===== src/rtl/hazard_ctrl_pkg.sv =====
// Shared definitions for the pipeline hazard controller: fetch FSM states
// and the EX operand forwarding select encoding.
package hazard_pkg;

    typedef enum logic [1:0] {
        RUN   = 2'd0,
        IWAIT = 2'd1,
        IDROP = 2'd2
    } hz_state_t;

    localparam logic [1:0] FWD_RF  = 2'b00;
    localparam logic [1:0] FWD_WB  = 2'b01;
    localparam logic [1:0] FWD_MEM = 2'b10;

endpackage


===== src/rtl/hazard_ctrl_forward_unit.sv =====
// Forwarding select for one EX source operand; the younger MEM result wins
// over WB, and x0 is never forwarded.
module forward_unit
    import hazard_pkg::*;
(
    input  logic [4:0] rs_e,
    input  logic [4:0] rd_m,
    input  logic [4:0] rd_w,
    input  logic       reg_write_m,
    input  logic       reg_write_w,
    output logic [1:0] fwd_sel
);

    always_comb begin
        fwd_sel = FWD_RF;
        if (reg_write_m && (rd_m != 5'd0) && (rd_m == rs_e)) begin
            fwd_sel = FWD_MEM;
        end else if (reg_write_w && (rd_w != 5'd0) && (rd_w == rs_e)) begin
            fwd_sel = FWD_WB;
        end
    end

endmodule


===== src/rtl/hazard_ctrl.sv =====
// Stall/flush/forward controller for the 5-stage RV32I pipeline, including
// handling of a slow, non-abortable instruction memory and stale fetch drops.
module hazard_ctrl
    import hazard_pkg::*;
#(
    parameter int MAX_WAIT = 16,
    parameter int CNT_W    = 32
) (
    input  logic             clk,
    input  logic             rst,
    input  logic [4:0]       Rs1D,
    input  logic [4:0]       Rs2D,
    input  logic [4:0]       Rs1E,
    input  logic [4:0]       Rs2E,
    input  logic [4:0]       RdE,
    input  logic [4:0]       RdM,
    input  logic [4:0]       RdW,
    input  logic             ResultSrcE0,
    input  logic             RegWriteM,
    input  logic             RegWriteW,
    input  logic             PCSrcE,
    input  logic             imem_valid,
    output logic [1:0]       ForwardAE,
    output logic [1:0]       ForwardBE,
    output logic             StallF,
    output logic             StallD,
    output logic             FlushD,
    output logic             FlushE,
    output logic [CNT_W-1:0] stall_cnt,
    output logic [CNT_W-1:0] flush_cnt,
    output logic             imem_timeout
);

    localparam int WAIT_W = $clog2(MAX_WAIT + 1);
    localparam logic [WAIT_W-1:0] WAIT_MAX = WAIT_W'(MAX_WAIT);
    localparam logic [CNT_W-1:0]  CNT_MAX  = {CNT_W{1'b1}};

    hz_state_t         state;
    hz_state_t         state_next;
    logic [WAIT_W-1:0] wait_cnt;
    logic [WAIT_W-1:0] wait_next;
    logic [1:0]        fwd_a;
    logic [1:0]        fwd_b;
    logic              lw_stall;

    forward_unit u_fwd_a (
        .rs_e        (Rs1E),
        .rd_m        (RdM),
        .rd_w        (RdW),
        .reg_write_m (RegWriteM),
        .reg_write_w (RegWriteW),
        .fwd_sel     (fwd_a)
    );

    forward_unit u_fwd_b (
        .rs_e        (Rs2E),
        .rd_m        (RdM),
        .rd_w        (RdW),
        .reg_write_m (RegWriteM),
        .reg_write_w (RegWriteW),
        .fwd_sel     (fwd_b)
    );

    assign ForwardAE = rst ? FWD_RF : fwd_a;
    assign ForwardBE = rst ? FWD_RF : fwd_b;

    // A taken branch squashes the load in EX's dependent, so no stall is needed then.
    assign lw_stall = ResultSrcE0 && (RdE != 5'd0) && ((RdE == Rs1D) || (RdE == Rs2D)) && !PCSrcE;

    always_comb begin
        state_next = state;
        StallF     = 1'b0;
        StallD     = 1'b0;
        FlushD     = 1'b0;
        FlushE     = 1'b0;
        if (PCSrcE) begin
            FlushD     = 1'b1;
            FlushE     = 1'b1;
            state_next = imem_valid ? RUN : IDROP;
        end else begin
            case (state)
                RUN, IWAIT: begin
                    if (!imem_valid) begin
                        state_next = IWAIT;
                        StallF     = 1'b1;
                        FlushD     = 1'b1;
                    end else begin
                        state_next = RUN;
                    end
                end
                IDROP: begin
                    StallF = 1'b1;
                    FlushD = 1'b1;
                    if (imem_valid) begin
                        state_next = RUN;
                    end
                end
                default: state_next = RUN;
            endcase
        end
        // The held DEC instruction must survive, so the stall wins over any bubble.
        if (lw_stall) begin
            StallF = 1'b1;
            StallD = 1'b1;
            FlushE = 1'b1;
            FlushD = 1'b0;
        end
        if (rst) begin
            StallF = 1'b0;
            StallD = 1'b0;
            FlushD = 1'b1;
            FlushE = 1'b1;
        end
    end

    always_comb begin
        wait_next = wait_cnt;
        if (imem_valid) begin
            wait_next = '0;
        end else if (((state == IWAIT) || (state == IDROP)) && (wait_cnt != WAIT_MAX)) begin
            wait_next = wait_cnt + WAIT_W'(1);
        end
    end

    always_ff @(posedge clk) begin
        if (rst) begin
            state        <= RUN;
            wait_cnt     <= '0;
            imem_timeout <= 1'b0;
            stall_cnt    <= '0;
            flush_cnt    <= '0;
        end else begin
            state    <= state_next;
            wait_cnt <= wait_next;
            if (wait_next == WAIT_MAX) begin
                imem_timeout <= 1'b1;
            end
            if (StallF && (stall_cnt != CNT_MAX)) begin
                stall_cnt <= stall_cnt + CNT_W'(1);
            end
            if (PCSrcE && (flush_cnt != CNT_MAX)) begin
                flush_cnt <= flush_cnt + CNT_W'(1);
            end
        end
    end

endmodule

===== config.mk =====
export PLATFORM = sky130hd
export DESIGN_NAME = hazard_ctrl
export DESIGN_NICKNAME = d
export VERILOG_FILES = /design/src/rtl/hazard_ctrl_pkg.sv /design/src/rtl/hazard_ctrl_forward_unit.sv /design/src/rtl/hazard_ctrl.sv
export SDC_FILE = /design/constraint.sdc
export NUM_CORES = 1
export LEC_CHECK = 0
export BUFFER_PORTS_ARGS = -buffer_cell sky130_fd_sc_hd__buf_2
export CORE_MARGIN = 3
export CORE_UTILIZATION = 52
export CTS_CLUSTER_DIAMETER = 30
export DETAILED_ROUTE_END_ITERATION = 12
export PLACE_DENSITY_LB_ADDON = 0.15
export SYNTH_ARGS = -nofsm -noshare
export SYNTH_HDL_FRONTEND = slang
export SYNTH_SLANG_ARGS = --single-unit

===== constraint.sdc =====
create_clock -name clk -period 2.5 [get_ports clk]
set_clock_uncertainty 0.1 [all_clocks]
set_input_delay 0.25 -clock clk [delete_from_list [all_inputs] [get_ports clk]]
set_output_delay 0.25 -clock clk [all_outputs]
set_load 0.01 [all_outputs]

Word level (Yosys, flattened, before mapping)
Cells that the tools add are included.
Storage, ports and cells
  bits of input ports: 42
  latch bits: 0
  memory bits (read-only): 0
  memories kept: 0
  logic and storage cells: 67
  output and inout bits: 73
  memory bits (writable): 0
  bits in registers: 72
Operators by class
  div/mod/pow operators: 0
  bitwise gates (word level): 0
  eq/ne operators: 13
  magnitude comparators: 0
  shifts and indexed selects: 0
  $mul: 0
  muxes and demuxes: 26
  add/subtract/negate cells: 3
  reductions and logical operators: 20
Operators with widths (number)
  adder 32 x 1 -> 32 bit (second input constant): 2
  != test 32 bit (second input constant): 2
  equality test 5 bit: 6
  2-to-1 mux 1 bit: 15
  nonzero test 5 bit: 3
  2-to-1 mux 2 bit: 7
  logical AND 1 bit: 12
  2-to-1 mux 5 bit: 2
  adder 5 x 1 -> 5 bit (second input constant): 1
  equality test 5 bit (second input constant): 1
  != test 5 bit (second input constant): 1
  case mux 2 bit (2 select lines): 1
  != test 3 bit (second input constant): 1
  equality test 2 x 1 -> 1 bit (second input constant): 1
  equality test 2 bit (second input constant): 1
  logical NOT 2 bit: 1
  logical OR 1 bit: 2
  case mux 1 bit (2 select lines): 1
  OR reduction 2 bit: 1
  logical NOT 1 bit: 1

Logic depth before layout (Yosys ltp)
Gate-level depths: netlist of run 1.
  depth after elaboration: 7
  mapped depth: 9
  mapped depth without buffers: 8

By module
A second synthesis of run 1 with hierarchy kept.
Unflattened totals
  cell total of the unflattened synthesis: 477
  area total of the unflattened synthesis: 4056.4 um^2
Modules (own cells, without submodules)
  hazard_ctrl: cells each 437, seq. area each 1441.4 um^2, instances 1, area each 3753.6 um^2
  forward_unit: cells each 20, seq. area each 0.0 um^2, instances 2, area each 151.4 um^2

Worst setup path after synthesis of run 1
No wires, ideal clock.
  path type: register to register
  start point: reg flush_cnt[10]
  end point: reg flush_cnt[26]
  stages on the path, launching flop included: 8
  data required time: 2.330 ns
  period minus slack after synthesis: 2.226 ns
  library setup time: 0.070 ns
  slack: 0.274 ns
  buffers on the path: 1
  arrival: 2.056 ns
  cells stage by stage: dfxtp_1 > nand4_4 > nor3_4 > nand2_2 > or4_1 > buf_2 > or3_1 > a21oi_1
On the way
  cells in the longest elaborated chain, start to end: 2
  elaborated cells on any way between the ends: 3
  classes of those cells: 1 x add/sub; 1 x eq/ne; 1 x reduce/logical
Ends and longest elaborated chain
  from (decl): RTL line hazard_ctrl.sv:30  | output logic [CNT_W-1:0] flush_cnt,
  from (signal assigned): RTL line hazard_ctrl.sv:142  | flush_cnt <= flush_cnt + CNT_W'(1);
  branches (longest 2 deep; another with adder 32 x 1 -> 32 bit)
Several ways; the timed one is not identified.
A chain may end at the register's enable or synchronous reset.

Worst setup path in the final report of run 1
  start point: reg state[1]
  end point: out StallF
On the way
  cells in the longest elaborated chain, start to end: 6
  elaborated cells on any way between the ends: 8
  classes of those cells: 2 x eq/ne; 4 x mux; 2 x reduce/logical
Ends and longest elaborated chain
  from (decl): RTL line hazard_ctrl.sv:38  | hz_state_t state;
  from (signal assigned): RTL line hazard_ctrl.sv:133  | state <= state_next;
  equality test 2 x 1 -> 1 bit or logical NOT 2 bit (tied branches): RTL line hazard_ctrl.sv:81  | case (state)
  OR reduction 2 bit: RTL line hazard_ctrl.sv:81
  case mux 1 bit (2 select lines) *: RTL line hazard_ctrl.sv:81
  2-to-1 mux 1 bit *: RTL line hazard_ctrl.sv:76  | if (PCSrcE) begin
  2-to-1 mux 1 bit *: RTL line hazard_ctrl.sv:102  | if (lw_stall) begin
  2-to-1 mux 1 bit *: RTL line hazard_ctrl.sv:108  | if (rst) begin
  to (decl): RTL line hazard_ctrl.sv:25  | output logic StallF,
Every way passes the cells marked *; elsewhere a longest branch is shown, timed or not.

==> summary.txt, run 1 <==
Setup path
  – CP peak stage delay: 0.44 ns
  – Worst path bufs/invs: 2
  – Critical path capture point type: output port
  – Critical Path, Cell by Cell: mux2i_1 > a21oi_1 > buf_4 > nor3_1 > buf_2
  – CP startpoint kind: flip-flop
  – Crit Path Max Fanout: 22
  – Arrival time at the worst endpoint: ~1.9 ns
  – Setup CP Type: flip-flop to output port
  – Critical path's top delay family: multiplexers
  – Worst path slowest cell: mux2i_1
  – Worst endpoint required time: approximately 2.2 ns

CTS
  – H-Tree Depth: 3
  – Total setup buffers inserted after CTS: 0
  – Clock root buffer: clkbuf_8
  – Sink Count: a little over 70
  – Clk buf depth: 2
  – Clk_lat worst skew: around 0.34 ns
  – Cts hold-fix bufs: 0
  – Worst-path clk slew: 0.07 ns
  – Resized Gates After CTS: 0
  – Clock buffer count from CTS: 9
  – TritonCTS clock tree: done

Die
  – Num ports: 115
  – Core Rows: 31
  – Initial Util: between 50% and 60%
  – DIE HEIGHT: just over 90 um
  – Die area: ~8700 um^2
  – Core region area: around 7300 um^2
  – Die W: approximately 93 um

Synth
  – Post-synth EDFFs: 0
  – Seq/Total Area, Yosys: between 30% and 40%
  – List of most frequent post-synthesis cells: dfxtp_1 (72), nor2_1 (44), a21oi_1 (35)
  – Post-synth top area share: between 30% and 40%
  – Dominant cell type by area after synthesis: dfxtp_1
  – Cells after Synth: roughly 480
  – Ys async rst share: 0%
  – Synthesized area: between 3000 and 4000 um^2
  – Yosys warning count: 0
  – Mapped Avg Cell Area: roughly 8.2 um^2
  – Synthesis-stage register bit count: 72
  – Top area cells in the synthesized netlist: dfxtp_1 (36%), xnor2_1 (7.0%), xor2_1 (6.2%), a21oi_1 (4.4%), nor2_1 (4.2%)
  – Primary FF master, synth: dfxtp_1
  – Most frequent cell after synthesis: dfxtp_1
  – Cell variety after synth: 40
  – Syn_nets: ~530

Power
  – P per Cell Area: around 490 nW/um^2
  – Worst vdd ir: just under 0.3 mV
  – Switching share of power: 23.4%
  – Clk network pwr share: between 40% and 50%
  – Sequential Power Share: 47.9%
  – Pleak: between 1.5 and 2 nW
  – Internal: around 0.0019 W
  – Psw: between 0.0005 and 0.0006 W
  – Gate power share: 8.6%

Layout
  – Post-route cell area: between 4000 and 5000 um^2
  – Layout Nets: between 600 and 700
  – Layout cells sized above 1: roughly 26%
  – Diode count: 0
  – Final Core Density: roughly two thirds
  – Layout area overhead: 23.8%

Global route
  – Gr usage total: between 20% and 30%
  – Global-route wire length before repair: ~16000 um
  – Largest net degree at the start of global routing: 42
  – GRT overflow: 0
  – Initial antenna violation count: 0
  – Vias in the first global route: between 3000 and 4000

Drt
  – Routed len/inst: between 10 and 15 um
  – Residual DRC count: 0
  – Vias/cell: 5.63
  – First-pass DRT Iterations: 4
  – Antenna viol nets, final: 0
  – Vias: 3983
  – WL final: around 9900 um
  – Starting DRT DRC Count: 198

STA
  – RSZ-0062 raised after global routing: no
  – Worst slew margin: 70.3%
  – Slew @ Worst Pin: between 0.4 and 0.5 ns
  – Setup TNS Final: 0 ns
  – Final worst path period share: between 90% and 100%
  – Setup violators final: 0
  – Final min period: between 2 and 2.5 ns
  – Final Hold Viols: 0
  – Max-slew violation count: 0
  – Max Freq: 437 MHz

Placement
  – Routability cong.: 0.863
  – Detailed placement HPWL: around 7300 um
  – Post-DP Area: around 4700 um^2
  – Number of I/O port buffers: approximately 110

Worst hold path
  – Hold crit path type: input pin to flip-flop

Flow run
  – Max-Cap Viols: 0

Status
  – Status: finished clean
-- registers in the layout, indices dropped and copies added (netlist names) --
signal / flops
flush_cnt: 32
stall_cnt: 32
wait_cnt: 5
state: 2
imem_timeout: 1
-- layout make-up --
cell class	instances	area, um^2
well taps	99	124
fillers	654	2400
clock inverters	5	78.8
clock buffers	11	151
multi-input cells	381	2390
inverters	9	33.8
repair buffers	130	703
flip-flops and latches	72	1440
-- layer usage --
metal	global-route usage (%)	vias to the layer above	routed length, um
li1	-	1999	-
met1	28.1	1856	4360
met2	36.8	117	4760
met3	5.71	11	659
met4	7.94	0	105
met5	0	-	0
-- worst paths after layout --
kind / slack (ns) / depth (start not counted) / start / to
setup / recovery: 0.21 / 5 / state[1] / StallF
hold / removal: 0.12 / 2 / PCSrcE / state[0]
setup reg to reg: 0.26 / 6 / flush_cnt[10] / flush_cnt[26]
hold reg to reg: 0.38 / 1 / stall_cnt[8] / stall_cnt[8]
-- cells in the final DEF (no fill, tap or decap), types with 3 or more instances in the layout --
cell	netlist	layout
o31ai_1	15	15
ha_1	7	7
nand4_1	24	24
nor3_1	13	13
nand3_1	32	32
nor2b_1	7	7
a21oi_1	35	35
xnor2_1	32	32
buf_4	0	15
dfxtp_1	72	72
and4_1	8	8
mux2i_1	3	3
or4_1	18	18
nand2_1	29	29
nor4_1	8	8
xor2_1	28	28
o21ai_0	26	26
or3_1	21	21
nor2_1	44	44
clkbuf_8	1	11
buf_2	5	114
and3_1	9	9
inv_1	9	9
-- cells by family after synthesis --
kind of cell	count (synthesis)	synth area share [%]
flip-flops	72	36.2
multiplexers	5	1.32
AND/OR/NAND/NOR	222	30.8
buffers and inverters	30	3.62
XOR/XNOR	60	13.2
AO/OA/AOI/OAI	87	12.6
adder cells (fa/ha/maj)	7	2.20
-- stage by stage --
| stage | setup slack (ns) | power, W | instances | hold WS (ns) |
|---|---|---|---|---|
| final | 0.212 | 0.00242 | 707 | 0.124 |
| after global routing | 0.0602 | 0.00252 | 707 | 0.112 |
| after detailed placement | 0.260 | 0.00140 | 691 | 0.369 |
| after CTS | 0.216 | 0.00244 | 707 | 0.101 |
| after global placement | 0.310 | 0.00139 | 691 | 0.361 |
| after floorplan | 0.274 | 0.00131 | 483 | 0.235 |
-- power groups by stage --
| stage | Combinational [W] | Clock [W] | Sequential, W |
|---|---|---|---|
| 6_report | 0.000208 | 0.00105 | 0.00116 |
| 5_1_grt | 0.000232 | 0.00112 | 0.00116 |
| 4_1_cts | 0.000209 | 0.00107 | 0.00116 |
| 3_5_place_dp | 0.000208 | 0 | 0.00119 |
| 3_3_place_gp | 0.000201 | 0 | 0.00119 |
| 2_1_floorplan | 0.000121 | 0 | 0.00119 |
Power figures use the tool's default switching activity.
==> inputs of run 2 (changes only) <==
--- a/config.mk
+++ b/config.mk
@@ -12,3 +12,3 @@
 export DETAILED_ROUTE_END_ITERATION = 12
-export PLACE_DENSITY_LB_ADDON = 0.15
+export PLACE_DENSITY = 0.8
 export SYNTH_ARGS = -nofsm -noshare
==> constraint.sdc (replaced) <==
create_clock -name clk -period 2.5 [get_ports clk]
set_clock_uncertainty 0.1 [all_clocks]
set_input_delay 0.125 -clock clk [delete_from_list [all_inputs] [get_ports clk]]
set_output_delay 0.125 -clock clk [all_outputs]
set_load 0.01 [all_outputs]
==> run 2 against run 1 <==
  * Non-clock buffer count decreased by 4
  * Combinational power about the same
  * Global-route usage increased by 0.98 points
==> summary.txt, run 2 (same netlist as run 1, synthesis figures left out) <==
Status
  – Status: finished clean (unchanged)

Layout
  – Commonest non-fill, non-tap cell in the layout: buf_2 (unchanged)
  – Diode count: 0 (unchanged)
  – Layout area overhead: 23.5% (was 23.8%)
  – Largest regs: flush_cnt: 32 flops, stall_cnt: 32 flops, wait_cnt: 5 flops (unchanged)
  – Layout cells sized above 1: 25.0% (was 25.8%)
  – Fillers: 630 (was 654)
  – Commonest cells after routing, fill and taps aside: buf_2 (114), dfxtp_1 (72), nor2_1 (44) (unchanged)
  – Layout Nets: 648 (was 652)

CTS
  – Resized Gates After CTS: 0 (unchanged)
  – Clock root buffer: clkbuf_8 (unchanged)
  – Total setup buffers inserted after CTS: 0 (unchanged)
  – Clk buf depth: 2 (unchanged)
  – TritonCTS clock tree: done (unchanged)
  – Clk_lat worst skew: 0.34 ns (about the same)
  – H-Tree Depth: 3 (unchanged)
  – Clock buffer count from CTS: 9 (unchanged)
  – Worst-path clk slew: 0.08 ns (was 0.07 ns)
  – Sink Count: 72 (unchanged)
  – Cts hold-fix bufs: 2 (was 0)

Die
  – Num ports: 115 (unchanged)
  – Core Rows: 31 (unchanged)
  – DIE HEIGHT: 93.5 um (unchanged)
  – Initial Util: 54.3% (unchanged)
  – Die area: 8740 um^2 (unchanged)
  – Core region area: 7330 um^2 (unchanged)
  – Die W: 93.5 um (unchanged)

Placement
  – Place WS: 0.289 ns (was 0.260 ns)
  – Number of I/O port buffers: 114 (unchanged)
  – Detailed placement HPWL: 7390 um (was 7290 um)
  – Routability cong.: 0.865 (was 0.863)

Drt
  – Antenna viol nets, final: 0 (unchanged)
  – Starting DRT DRC Count: 210 (was 198)
  – Vias: 4054 (was 3983)
  – WL final: 10300 um (was 9880 um)
  – Vias/cell: 5.77 (was 5.63)
  – Residual DRC count: 0 (unchanged)
  – First-pass DRT Iterations: 5 (was 4)
  – Routed len/inst: 14.6 um (was 14.0 um)

STA
  – Max-slew violation count: 0 (unchanged)
  – Fin Hold WS: 0.132 ns (was 0.124 ns)
  – Final worst path period share: 91.9% (was 91.5%)
  – Setup TNS Final: 0 ns (unchanged)
  – Setup ws final: 0.202 ns (was 0.212 ns)
  – Final Hold Viols: 0 (unchanged)
  – Final min period: 2.30 ns (was 2.29 ns)
  – Max Freq: 435 MHz (was 437 MHz)
  – RSZ-0062 raised after global routing: no (unchanged)
  – Worst slew margin: 54.5% (was 70.3%)
  – Slew @ Worst Pin: 0.679 ns (was 0.434 ns)
  – Setup violators final: 0 (unchanged)

Flow run
  – Max-Cap Viols: 0 (unchanged)

Power
  – Gate power share: 8.2% (was 8.6%)
  – Sequential Power Share: 46.2% (was 47.9%)
  – Internal: 0.00196 W (was 0.00186 W)
  – Pleak: 1.93 nW (was 1.96 nW)
  – Clk network pwr share: 45.7% (was 43.5%)
  – Worst vdd ir: 0.362 mV (was 0.294 mV)
  – Psw: 0.000563 W (was 0.000566 W)
  – P per Cell Area: 513 nW/um^2 (was 492 nW/um^2)
  – Switching share of power: 22.3% (was 23.4%)

Setup path
  – Arrival time at the worst endpoint: 2.43 ns (was 1.94 ns)
  – Setup CP Type: flip-flop to flip-flop (was flip-flop to output port)
  – Worst endpoint required time: 2.63 ns (was 2.15 ns)
  – CP startpoint kind: flip-flop (unchanged)
  – Critical path capture point type: flip-flop (was output port)
  – Crit Path Max Fanout: 10 (was 22)

Global route
  – Global-route wire length before repair: 16800 um (was 15900 um)
  – GRT overflow: 0 (unchanged)
  – Vias in the first global route: 3724 (was 3536)
  – Largest net degree at the start of global routing: 61 (was 42)
  – Gr usage total: 23.3% (was 22.3%)
  – Initial antenna violation count: 0 (unchanged)

Worst hold path
  – Hold crit path type: input pin to flip-flop (unchanged)
-- run 2: cell count changes in the layout (fill, tap and decap cells not counted), sizes merged --
cell | previous run | this run
bufinv | 2 | 3
clkinvlp | 0 | 1
dlygate4sd3 | 0 | 2
buf | 130 | 124
clkinv | 3 | 1
-- run 2: power groups by stage --
stage	combinational, W	clock [W]	sequential, W
final	0.000206	0.00115	0.00116
after global routing	0.000228	0.00122	0.00116
after CTS	0.000207	0.00117	0.00116
after detailed placement	0.000203	0	0.00119
after global placement	0.000196	0	0.00119
after floorplan	0.000121	0	0.00119
-- run 2: path summary, 6_finish.rpt --
check             slack (ns)  cells after the start            end          from
hold / removal          0.13                      3  flush_cnt[13]           rst
hold reg to reg         0.39                      2   imem_timeout  imem_timeout
setup / recovery        0.20                      6  stall_cnt[26]  stall_cnt[9]
setup reg to reg        0.20                      6  stall_cnt[26]  stall_cnt[9]
-- run 2: critical path: stages (launching register included) --
cell     delay (ns)
dfxtp_1        0.44
and4_1         0.29
and4_1         0.42
and3_1         0.28
nand2_1        0.11
nor4_1         0.20
mux2_2         0.36
-- run 2: per-stage QoR --
stage          total power (W)  util, %  std cells  cell area (um^2)
2_1_floorplan          0.00131        -        483              3980
3_3_place_gp           0.00139     63.3        685              4640
3_5_place_dp           0.00139     63.3        685              4640
4_1_cts                0.00254     67.0        703              4910
5_1_grt                0.00261     67.0        703              4910
6_report               0.00252     67.0        703              4910
-- run 2: cell type report --
cell class,count,area [um^2],share of cell area [%]
multi-input combinational,381,2390,48.7
clock inverter,5,103,2.09
timing repair buffer,126,666,13.6
clock buffer,11,151,3.08
sequential,72,1440,29.3
inverter,9,33.8,0.688
tap,99,124,2.52
-- run 2: layer usage --
metal,wire length [um],GRT usage (%),up-vias,share of wire (%)
met5,0,0,-,0
met4,116,7.45,0,1.1
met3,708,4.51,14,6.9
met2,5020,41.0,154,49
met1,4410,28.4,1889,43
li1,-,-,1997,-
==> inputs of run 3 (changes only) <==
- CTS_BUF_LIST: not set -> sky130_fd_sc_hd__clkbuf_16
==> run 3 against run 2 <==
  * Cell count shrank 0.28%
  * Clock-buffer cell count shrank 2
  * Die area stayed put
  * Fmax fell by 0.92%
  * Sequential power hardly changed
  * Power rose by 12%
  * Global-route usage rose by 0.31 points
  * First-iteration DRC count grew 20%
  * Utilization is 0.84 points higher
  * Register-to-register slack worse by 0.02 ns
  * Critical path type unchanged
  * Highest routed layer unchanged
==> summary.txt, run 3 (same netlist as run 1, synthesis figures left out) <==
Die
  – Core Rows: 31 (unchanged)
  – Core region area: 7330 um^2 (unchanged)
  – DIE HEIGHT: 93.5 um (unchanged)
  – Num ports: 115 (unchanged)
  – Initial Util: 54.3% (unchanged)
  – Die area: 8740 um^2 (unchanged)
  – Die W: 93.5 um (unchanged)

Setup path
  – Worst R2R End: stall_cnt[26] (unchanged)
  – CP startpoint kind: flip-flop (unchanged)
  – Crit Path Max Fanout: 10 (unchanged)
  – Setup CP Type: flip-flop to flip-flop (unchanged)
  – Worst R2R Setup Slack: 0.18 ns (was 0.20 ns)
  – Arrival time at the worst endpoint: 2.43 ns (about the same)
  – Worst endpoint required time: 2.61 ns (was 2.63 ns)
  – Launch point of the worst reg-to-reg path: stall_cnt[10] (was stall_cnt[9])
  – Worst R2R Path Depth: 6 (unchanged)
  – Critical path capture point type: flip-flop (unchanged)

Drt
  – Routed len/inst: 14.7 um (was 14.6 um)
  – Residual DRC count: 0 (unchanged)
  – Antenna viol nets, final: 0 (unchanged)
  – Starting DRT DRC Count: 251 (was 210)
  – Vias/cell: 5.85 (was 5.77)
  – First-pass DRT Iterations: 4 (was 5)
  – Vias: 4102 (was 4054)
  – WL final: 10300 um (about the same)

CTS
  – TritonCTS clock tree: done (unchanged)
  – Resized Gates After CTS: 0 (unchanged)
  – Sink Count: 72 (unchanged)
  – Clk_lat worst skew: 0.33 ns (was 0.34 ns)
  – Total setup buffers inserted after CTS: 0 (unchanged)
  – Worst-path clk slew: 0.06 ns (was 0.08 ns)
  – Clk buf depth: 2 (unchanged)
  – Clock root buffer: clkbuf_16 (was clkbuf_8)
  – Clock buffer count from CTS: 9 (unchanged)
  – Cts hold-fix bufs: 0 (was 2)
  – H-Tree Depth: 3 (unchanged)

Power
  – Worst vdd ir: 0.377 mV (was 0.362 mV)
  – P per Cell Area: 565 nW/um^2 (was 513 nW/um^2)
  – Pleak: 1.96 nW (was 1.93 nW)

Flow run
  – Max-Cap Viols: 0 (unchanged)

STA
  – Setup violators final: 0 (unchanged)
  – Worst slew margin: 55.5% (was 54.5%)
  – Final worst path period share: 92.8% (was 91.9%)
  – Fin Hold WS: 0.0120 ns (was 0.132 ns)
  – Slew @ Worst Pin: 0.664 ns (was 0.679 ns)
  – Final min period: 2.32 ns (was 2.30 ns)
  – RSZ-0062 raised after global routing: no (unchanged)
  – Max Freq: 431 MHz (was 435 MHz)
  – Setup TNS Final: 0 ns (unchanged)
  – Max-slew violation count: 0 (unchanged)
  – Final Hold Viols: 0 (unchanged)

Worst hold path
  – WHS Path Cells: 2 (was 3)
  – Hold crit path type: input pin to flip-flop (unchanged)
  – Worst Hold End: wait_cnt[0] (was flush_cnt[13])
  – Min-delay src: imem_valid (was rst)

Status
  – Status: finished clean (unchanged)

Layout
  – Area of the multi-input gates: 2390 um^2 (unchanged)
  – Fillers: 615 (was 630)
  – Commonest cells after routing, fill and taps aside: buf_2 (114), dfxtp_1 (72), nor2_1 (44) (unchanged)
  – Sequential Area: 1440 um^2 (unchanged)
  – Layout cells sized above 1: 24.8% (was 25.0%)
  – Layout area overhead: 25.0% (was 23.5%)
  – Layout Nets: 646 (was 648)
  – Diode count: 0 (unchanged)
  – Largest regs: flush_cnt: 32 flops, stall_cnt: 32 flops, wait_cnt: 5 flops (unchanged)
  – Commonest non-fill, non-tap cell in the layout: buf_2 (unchanged)

Global route
  – Vias in the first global route: 3683 (was 3724)
  – Largest net degree at the start of global routing: 61 (unchanged)
  – Global-route wire length before repair: 16800 um (about the same)
  – Initial antenna violation count: 0 (unchanged)
  – Gr usage total: 23.6% (was 23.3%)
  – GRT overflow: 0 (unchanged)

Placement
  – Detailed placement HPWL: 7390 um (unchanged)
  – Routability cong.: 0.865 (unchanged)
  – Number of I/O port buffers: 114 (unchanged)
run 3: cell types whose count changed in the layout (fill, tap and decap cells not counted):
cell           before  now
dlygate4sd3_1       2    0
clkbuf_8           11    0
clkinv_1            0    2
clkbuf_16           0    9
run 3: power breakdown:
group	switching [W]	leakage, nW	total, W	internal, W
sequential	0.0000105	0.580	0.00117	0.00115
combinational	0.000117	1.22	0.000203	0.0000865
clock	0.000478	0.161	0.00144	0.000966
total	0.000605	1.96	0.00281	0.00221
run 3: how the worst max path moves through the flow:
stage	from	end	cells past startpoint
5_1_grt	stall_cnt[9]	stall_cnt[26]	6
6_report	stall_cnt[10]	stall_cnt[26]	6
4_1_cts	stall_cnt[9]	stall_cnt[26]	6
2_1_floorplan	flush_cnt[10]	flush_cnt[26]	7
3_5_place_dp	stall_cnt[9]	stall_cnt[26]	6
3_3_place_gp	flush_cnt[0]	flush_cnt[12]	8
run 3: final cells by class:
class	instances	area share, %
inverters	9	0.679
multi-input cells	381	48.1
clock inverters	7	2.21
flip-flops and latches	72	29.0
repair buffers	124	13.0
well taps	99	2.49
clock buffers	9	4.53
run 3: routing by layer:
layer	track usage, %	part of all wire [%]
met2	40.7	49
met1	29.4	43
met4	7.57	1.6
met5	0	0
met3	4.75	6.8
run 3: through the flow:
stage	cell area, um^2	util [%]	worst slack, ns	power [W]	instances
detailed placement	4640	63.3	0.289	0.00139	685
global placement	4640	63.3	0.353	0.00139	685
floorplan	3980	-	0.274	0.00131	483
CTS	4970	67.8	0.207	0.00283	701
global route	4970	67.8	0.0550	0.00290	701
finish	4970	67.8	0.181	0.00281	701
run 3: worst max-delay path: stages (launching register included):
cell and delay, ns:
dfxtp_1 0.43, and4_1 0.29, and4_1 0.41, and3_1 0.28, nand2_1 0.11, nor4_1 0.22
mux2_2 0.38
